==> src/rtl/fractal_sync_mp_rf_pkg.sv <==
// fractal_sync_pkg: shared types and helpers for the multi-port barrier register file.
package fractal_sync_pkg;

    localparam int unsigned MAX_LEVEL_WIDTH = 8;
    localparam int unsigned MAX_ID_WIDTH    = 16;

    // Entry layouts sized for the widest supported level/id fields.
    typedef struct packed {
        logic                    valid;
        logic [MAX_ID_WIDTH-1:0] id;
    } local_entry_t;

    typedef struct packed {
        logic                       valid;
        logic [MAX_LEVEL_WIDTH-1:0] level;
        logic [MAX_ID_WIDTH-1:0]    id;
    } remote_entry_t;

    typedef struct packed {
        logic present;
        logic bypass;
        logic err;
    } resp_t;

    function automatic int unsigned occ_width(input int unsigned n_regs);
        return $clog2(n_regs + 1);
    endfunction

endpackage

==> src/rtl/fractal_sync_mp_rf_if.sv <==
// fractal_sync_mp_rf_if: per-port check requests and registered responses.
interface fractal_sync_mp_rf_if #(
    parameter int unsigned N_PORTS       = 2,
    parameter int unsigned N_LOCAL_REGS  = 2,
    parameter int unsigned N_REMOTE_REGS = 2,
    parameter int unsigned LEVEL_WIDTH   = 1,
    parameter int unsigned ID_WIDTH      = 1
);
    logic [N_PORTS-1:0][LEVEL_WIDTH-1:0] level_i;
    logic [N_PORTS-1:0][ID_WIDTH-1:0]    id_i;
    logic [N_PORTS-1:0]                  check_local_i;
    logic [N_PORTS-1:0]                  check_remote_i;
    logic [N_PORTS-1:0]                  present_local_o;
    logic [N_PORTS-1:0]                  present_remote_o;
    logic [N_PORTS-1:0]                  bypass_local_o;
    logic [N_PORTS-1:0]                  bypass_remote_o;
    logic [N_PORTS-1:0]                  id_err_o;
    logic [N_PORTS-1:0]                  sig_err_o;
    logic [fractal_sync_pkg::occ_width(N_LOCAL_REGS)-1:0]  local_occ_o;
    logic [fractal_sync_pkg::occ_width(N_REMOTE_REGS)-1:0] remote_occ_o;

    modport master (
        output level_i, id_i, check_local_i, check_remote_i,
        input  present_local_o, present_remote_o, bypass_local_o, bypass_remote_o,
        input  id_err_o, sig_err_o, local_occ_o, remote_occ_o
    );

    modport slave (
        input  level_i, id_i, check_local_i, check_remote_i,
        output present_local_o, present_remote_o, bypass_local_o, bypass_remote_o,
        output id_err_o, sig_err_o, local_occ_o, remote_occ_o
    );
endinterface

==> src/rtl/fractal_sync_mp_rf_cam.sv <==
// fractal_sync_mp_cam: multi-port toggle CAM; a hit frees the entry, a miss allocates
// the lowest free one, ports resolved in ascending order within a cycle.
module fractal_sync_mp_cam
    import fractal_sync_pkg::*;
#(
    parameter int unsigned N_PORTS   = 2,
    parameter int unsigned N_REGS    = 2,
    parameter int unsigned TAG_WIDTH = 1
) (
    input  logic                                  clk_i,
    input  logic                                  rst_ni,
    input  logic                                  clear_i,
    input  logic [N_PORTS-1:0]                    check_i,
    input  logic [N_PORTS-1:0][TAG_WIDTH-1:0]     tag_i,
    output resp_t [N_PORTS-1:0]                   resp_o,
    output logic [occ_width(N_REGS)-1:0]          occ_o
);
    localparam int unsigned OCC_W = occ_width(N_REGS);

    logic [N_REGS-1:0]    valid_q, valid_d;
    logic [TAG_WIDTH-1:0] tag_q [N_REGS];
    logic [TAG_WIDTH-1:0] tag_d [N_REGS];
    logic [N_PORTS-1:0]   alloc_oh [N_REGS];
    resp_t [N_PORTS-1:0]  resp_q, resp_d;
    logic [OCC_W-1:0]     occ_q, occ_d;
    logic                 done;

    // alloc_oh remembers which port allocated an entry this cycle, so a later
    // hit on that entry can flag the allocator with bypass.
    always_comb begin
        valid_d = valid_q;
        tag_d   = tag_q;
        resp_d  = '0;
        occ_d   = '0;
        done    = 1'b0;
        for (int r = 0; r < N_REGS; r++) alloc_oh[r] = '0;
        for (int p = 0; p < N_PORTS; p++) begin
            done = !check_i[p] || clear_i;
            for (int r = 0; r < N_REGS; r++) begin
                if (!done && valid_d[r] && tag_d[r] == tag_i[p]) begin
                    done              = 1'b1;
                    valid_d[r]        = 1'b0;
                    resp_d[p].present = 1'b1;
                    for (int q = 0; q < N_PORTS; q++) resp_d[q].bypass = resp_d[q].bypass | alloc_oh[r][q];
                    alloc_oh[r]       = '0;
                end
            end
            for (int r = 0; r < N_REGS; r++) begin
                if (!done && !valid_d[r]) begin
                    done           = 1'b1;
                    valid_d[r]     = 1'b1;
                    tag_d[r]       = tag_i[p];
                    alloc_oh[r]    = '0;
                    alloc_oh[r][p] = 1'b1;
                end
            end
            resp_d[p].err = !done;
        end
        if (clear_i) valid_d = '0;
        for (int r = 0; r < N_REGS; r++) occ_d = occ_d + OCC_W'(valid_d[r]);
    end

    always_ff @(posedge clk_i or negedge rst_ni) begin
        if (!rst_ni) begin
            valid_q <= '0;
            resp_q  <= '0;
            occ_q   <= '0;
        end else begin
            valid_q <= valid_d;
            resp_q  <= resp_d;
            occ_q   <= occ_d;
        end
    end

    // Tags are only meaningful under a valid bit, so they need no reset.
    always_ff @(posedge clk_i) tag_q <= tag_d;

    assign resp_o = resp_q;
    assign occ_o  = occ_q;
endmodule

==> src/rtl/fractal_sync_mp_rf.sv <==
// fractal_sync_mp_rf: local (id-tagged) and remote (level+id-tagged) barrier CAMs.
module fractal_sync_mp_rf
    import fractal_sync_pkg::*;
#(
    parameter int unsigned N_PORTS       = 2,
    parameter int unsigned N_LOCAL_REGS  = 2,
    parameter int unsigned N_REMOTE_REGS = 2,
    parameter int unsigned LEVEL_WIDTH   = 1,
    parameter int unsigned ID_WIDTH      = 1
) (
    input  logic                 clk_i,
    input  logic                 rst_ni,
    input  logic                 clear_i,
    fractal_sync_mp_rf_if.slave  bus
);
    logic [N_PORTS-1:0][LEVEL_WIDTH+ID_WIDTH-1:0] rtag;
    resp_t [N_PORTS-1:0]                          lresp, rresp;

    for (genvar i = 0; i < N_PORTS; i++) begin : g_port
        assign rtag[i]                 = {bus.level_i[i], bus.id_i[i]};
        assign bus.present_local_o[i]  = lresp[i].present;
        assign bus.bypass_local_o[i]   = lresp[i].bypass;
        assign bus.id_err_o[i]         = lresp[i].err;
        assign bus.present_remote_o[i] = rresp[i].present;
        assign bus.bypass_remote_o[i]  = rresp[i].bypass;
        assign bus.sig_err_o[i]        = rresp[i].err;
    end

    fractal_sync_mp_cam #(
        .N_PORTS   (N_PORTS),
        .N_REGS    (N_LOCAL_REGS),
        .TAG_WIDTH (ID_WIDTH)
    ) u_local (
        .clk_i   (clk_i),
        .rst_ni  (rst_ni),
        .clear_i (clear_i),
        .check_i (bus.check_local_i),
        .tag_i   (bus.id_i),
        .resp_o  (lresp),
        .occ_o   (bus.local_occ_o)
    );

    fractal_sync_mp_cam #(
        .N_PORTS   (N_PORTS),
        .N_REGS    (N_REMOTE_REGS),
        .TAG_WIDTH (LEVEL_WIDTH + ID_WIDTH)
    ) u_remote (
        .clk_i   (clk_i),
        .rst_ni  (rst_ni),
        .clear_i (clear_i),
        .check_i (bus.check_remote_i),
        .tag_i   (rtag),
        .resp_o  (rresp),
        .occ_o   (bus.remote_occ_o)
    );
endmodule
==> src/flat_wrapper.sv <==
// flat-port wrapper written by rule: the top's interface ports become plain ports
module fractal_sync_mp_rf_flat import fractal_sync_pkg::*;
#(
    parameter int unsigned N_PORTS       = 2,
    parameter int unsigned N_LOCAL_REGS  = 2,
    parameter int unsigned N_REMOTE_REGS = 2,
    parameter int unsigned LEVEL_WIDTH   = 1,
    parameter int unsigned ID_WIDTH      = 1
)
  (clk_i, rst_ni, clear_i, bus_level_i, bus_id_i, bus_check_local_i, bus_check_remote_i, bus_present_local_o, bus_present_remote_o, bus_bypass_local_o, bus_bypass_remote_o, bus_id_err_o, bus_sig_err_o, bus_local_occ_o, bus_remote_occ_o);
  fractal_sync_mp_rf_if #(.N_PORTS(N_PORTS), .N_LOCAL_REGS(N_LOCAL_REGS), .N_REMOTE_REGS(N_REMOTE_REGS), .LEVEL_WIDTH(LEVEL_WIDTH), .ID_WIDTH(ID_WIDTH)) bus_i ();
  input  logic clk_i;
  input  logic rst_ni;
  input  logic clear_i;
  input wire logic [$bits(bus_i.level_i)-1:0] bus_level_i;
  input wire logic [$bits(bus_i.id_i)-1:0] bus_id_i;
  input wire logic [$bits(bus_i.check_local_i)-1:0] bus_check_local_i;
  input wire logic [$bits(bus_i.check_remote_i)-1:0] bus_check_remote_i;
  output wire logic [$bits(bus_i.present_local_o)-1:0] bus_present_local_o;
  output wire logic [$bits(bus_i.present_remote_o)-1:0] bus_present_remote_o;
  output wire logic [$bits(bus_i.bypass_local_o)-1:0] bus_bypass_local_o;
  output wire logic [$bits(bus_i.bypass_remote_o)-1:0] bus_bypass_remote_o;
  output wire logic [$bits(bus_i.id_err_o)-1:0] bus_id_err_o;
  output wire logic [$bits(bus_i.sig_err_o)-1:0] bus_sig_err_o;
  output wire logic [$bits(bus_i.local_occ_o)-1:0] bus_local_occ_o;
  output wire logic [$bits(bus_i.remote_occ_o)-1:0] bus_remote_occ_o;
  assign bus_i.level_i = bus_level_i;
  assign bus_i.id_i = bus_id_i;
  assign bus_i.check_local_i = bus_check_local_i;
  assign bus_i.check_remote_i = bus_check_remote_i;
  assign bus_present_local_o = bus_i.present_local_o;
  assign bus_present_remote_o = bus_i.present_remote_o;
  assign bus_bypass_local_o = bus_i.bypass_local_o;
  assign bus_bypass_remote_o = bus_i.bypass_remote_o;
  assign bus_id_err_o = bus_i.id_err_o;
  assign bus_sig_err_o = bus_i.sig_err_o;
  assign bus_local_occ_o = bus_i.local_occ_o;
  assign bus_remote_occ_o = bus_i.remote_occ_o;
  fractal_sync_mp_rf #(.N_PORTS(N_PORTS), .N_LOCAL_REGS(N_LOCAL_REGS), .N_REMOTE_REGS(N_REMOTE_REGS), .LEVEL_WIDTH(LEVEL_WIDTH), .ID_WIDTH(ID_WIDTH)) u_core (.clk_i(clk_i), .rst_ni(rst_ni), .clear_i(clear_i), .bus(bus_i));
endmodule
==> config.mk <==
export PLATFORM = sky130hd
export DESIGN_NAME = fractal_sync_mp_rf_flat
export DESIGN_NICKNAME = d
export VERILOG_FILES = /design/src/rtl/fractal_sync_mp_rf_pkg.sv /design/src/rtl/fractal_sync_mp_rf_if.sv /design/src/rtl/fractal_sync_mp_rf_cam.sv /design/src/rtl/fractal_sync_mp_rf.sv /design/src/flat_wrapper.sv
export SDC_FILE = /design/constraint.sdc
export NUM_CORES = 1
export LEC_CHECK = 0
export CORE_MARGIN = 8
export CORE_UTILIZATION = 50
export DETAILED_ROUTE_END_ITERATION = 6
export PLACE_DENSITY = 0.78
export SETUP_SLACK_MARGIN = 0.4
export SLEW_MARGIN = 20
export SYNTH_ARGS = -nofsm -noshare
export SYNTH_HDL_FRONTEND = slang
export SYNTH_SLANG_ARGS = --single-unit
==> constraint.sdc <==
create_clock -name clk_i -period 2.9 [get_ports clk_i]
set_clock_uncertainty 0.15 [all_clocks]
set_input_delay 0.58 -clock clk_i [delete_from_list [all_inputs] [get_ports clk_i]]
set_output_delay 0.58 -clock clk_i [all_outputs]
set_load 0.03 [all_outputs]
==> metrics.txt <==
HP Class input pin to asynchronous set/reset pin; DRT iter0 DRCs between 100 and 150; status finished, final reports clean; final wirelength roughly 5300 µm; initial core utilization between 50% and 60%; drt drc 0; FILL cells 235; Non-Filler Instances ~300; # nets final approximately 270; Critical Path End Type flop; full die area 5517 µm²; Clk network pwr share between 10% and 20%; IO Pins 27; R2R Path End u_core.u_remote.occ_o[0]$_DFF_PN0_; hold_buf cts 0; vias in the first global route 1762; GR Util met1 a little under a quarter; final setup fails 0; post-synth cell types 60; final worst slack roughly 0.34 ns; vias after detailed routing 1805; antenna cells 0; Pins Over Slew Limit 0; CTS tree done; DP HPWL ~3700 µm; Critical Path, Cell by Cell and4bb_2 > mux2i_2 > and4_1 > a311oi_2 > buf_4 > or3b_4 > nand2_4 > ha_2; Worst Tran Pin Value around 0.8 ns; global-route wire length before repair between 8000 and 9000 µm; LEAKAGE around 0.0012 µW; Die W around 74 µm; pre-CTS WS -0.4270 ns; share of flip-flops with an asynchronous set or reset between 70% and 80%; met2 usage between 30% and 40%; Design Area, Final roughly 2600 µm²; Reg area approximately 580 µm²; Max Cap Viol 0; Reg power frac a little under 30%; pwr dens between 600 and 700 nW/µm²; Yosys warnings 0; met3 Use GR between 2 and 2.5%; H-tree level count 1; slowest stage delay, CP 0.47 ns; critical path launch point type flop; die height around 74 µm; hold slack ~0.53 ns; Multi-input gate area 1170 µm²; pin count of the biggest net entering global routing 19; synthesis-to-finish area growth 50.55%; Fmax approximately 390 MHz; Crit path arrival time approximately 2.6 ns; worst path required time ~3.0 ns; post-synth top area cell dfrtp_1; Mapped Area roughly 1700 µm²; Internal 1045 µW; busiest grt layer met2; syn_area_per_cell between 9 and 10 µm²; Synth Register Bits 24; CTS sink cnt 24; unrepaired setup endpoints after global routing true; total CTS buffers 3; Reg clk slew, reported paths roughly 0.15 ns; PortBufs 24; Crit Path Max Fanout 4; Main synth FF type dfrtp_1; worst-skew pair later-pin latency around 0.33 ns; top cells by area, synth dfrtp_1 (27%), dfxtp_1 (7.1%), mux2i_1 (4.1%); min cycle time layout 2.555 ns; path depth of the worst reg2reg path 8; layout cells sized above 1 a little over a third; Sw Ratio about two fifths; global route total overflow 0; FP Rows 21; final hold vios 0; antenna violations before repair 0; DR pass1 iterations 4; number of vias per cell approximately 6; # placed instances ~280; ratio of final minimum period to clock period 88.12%; EDFF count, synth 0; commonest non-fill, non-tap cell in the layout buf_4; Detail Route Antenna Nets 0; Yosys top cell area share a little over a quarter; relative slew slack around 48%; root buffer cell clkbuf_4; slowest CP cell dfrtp_2; Comb power frac a little under three fifths; worst reg2reg path startpoint u_core.u_remote.valid_q[1]$_DFF_PN0_; Synth Instances between 150 and 200; Seq/Total Area, Yosys 33.60%; dpl cell area 2296 µm²; most frequent cells in the layout buf_4 (51), clkdlybuf4s50_1 (18), dfrtp_1 (16), nand2_1 (14), inv_1 (10); Max clock buf depth 2; R2R Setup Slk 0.34 ns; core area 3311 µm²; Max VDD drop between 300 and 400 µV; CP Class flop to flop; gr usage total around 20%; P_sw ~690 µW; Avg WL per Cell ~18 µm; RePlAce Congestion between 0.8 and 0.9; post-layout util roughly 77%
synth_stat cells, drive strengths merged (2+ instances only):
cell type	number
dfxtp	6
a22oi	2
nand4	3
and3	3
a31oi	9
nor2b	9
ha	2
a21oi	8
o21ai	4
mux2	2
nor4b	2
a211o	2
xor2	5
xnor2	8
dfrtp	18
nor4	2
a21o	2
nor2	4
buf	5
nand3	7
a311oi	2
inv	10
nor4bb	2
o22ai	2
o21a	2
clkbuf	7
nand2	15
o31ai	2
a211oi	2
a221oi	3
nor3b	2
mux2i	7
nor3	5
or2	2
nand2b	3
worst max-delay path: cells and delay by family (launching register included):
kind / cells / cell delay (ns)
simple gates: 4 / 1.10
mux: 1 / 0.24
compound gates: 1 / 0.07
flops: 1 / 0.47
fa+ha+maj: 1 / 0.26
buf+inv: 1 / 0.17
logic make-up after synthesis:
logic type,share of synthesized area [%]
xor+xnor,7.590
mux,5.453
other cells,0.2209
buf+inv,5.601
compound gates,23.14
simple gates,22.92
flops,33.60
fa+ha+maj,1.474
routing by layer:
metal | up-vias | wire (µm)
met1 | 867 | 2169
met3 | 18 | 345
met5 | - | 0
met2 | 86 | 2648
li1 | 834 | -
met4 | 0 | 158
final cells by class:
cell class | instances | share of cell area [%]
clock buffer | 3 | 0.8811
timing repair buffer | 78 | 25.80
sequential | 24 | 22.66
clock inverter | 1 | 1.175
tap | 46 | 2.252
inverter | 10 | 1.468
multi-input combinational | 141 | 45.77
power groups by stage:
stage	Combinational, µW	Sequential, µW	Clock, µW
3_5_place_dp	765	521	0
3_3_place_gp	738	519	0
4_1_cts	913	503	255
2_1_floorplan	472	510	0
5_1_grt	1030	521	269
6_report	971	511	253
state kept, by name (all words and copies together), names as in the netlist:
signal	count
u_core.u_remote.occ_o	2
u_core.u_local.resp_o	5
u_core.u_local.tag_q	2
u_core.u_local.occ_o	2
u_core.u_remote.valid_q	2
u_core.u_remote.resp_o	5
u_core.u_local.valid_q	2
u_core.u_remote.tag_q	4
timing repair:
action / CTS / global route
buffers inserted: 14 / 1
setup endpoints to repair: 20 / 11
gates resized for setup: 30 / 9
pin swaps: 10 / 6
worst max path at each step:
stage	from	to	slack (ns)
5_1_grt	bus_level_i[0]	u_core.u_remote.occ_o[0]$_DFF_PN0_	0.27
6_report	u_core.u_remote.valid_q[1]$_DFF_PN0_	u_core.u_remote.occ_o[0]$_DFF_PN0_	0.34
3_3_place_gp	bus_level_i[0]	u_core.u_remote.occ_o[0]$_DFF_PN0_	-0.27
2_1_floorplan	bus_id_i[0]	u_core.u_remote.occ_o[0]$_DFF_PN0_	0.29
4_1_cts	clear_i	u_core.u_remote.occ_o[0]$_DFF_PN0_	0.39
3_5_place_dp	bus_level_i[0]	u_core.u_remote.occ_o[0]$_DFF_PN0_	-0.43
stage by stage:
| step | setup TNS, ns | total power, µW |
|---|---|---|
| detailed placement | -2.871 | 1286 |
| floorplan | 0 | 981.6 |
| global route | 0 | 1816 |
| CTS | 0 | 1671 |
| global placement | -1.414 | 1257 |
| finish | 0 | 1736 |
Note: power is estimated with default switching activity, not from simulation.
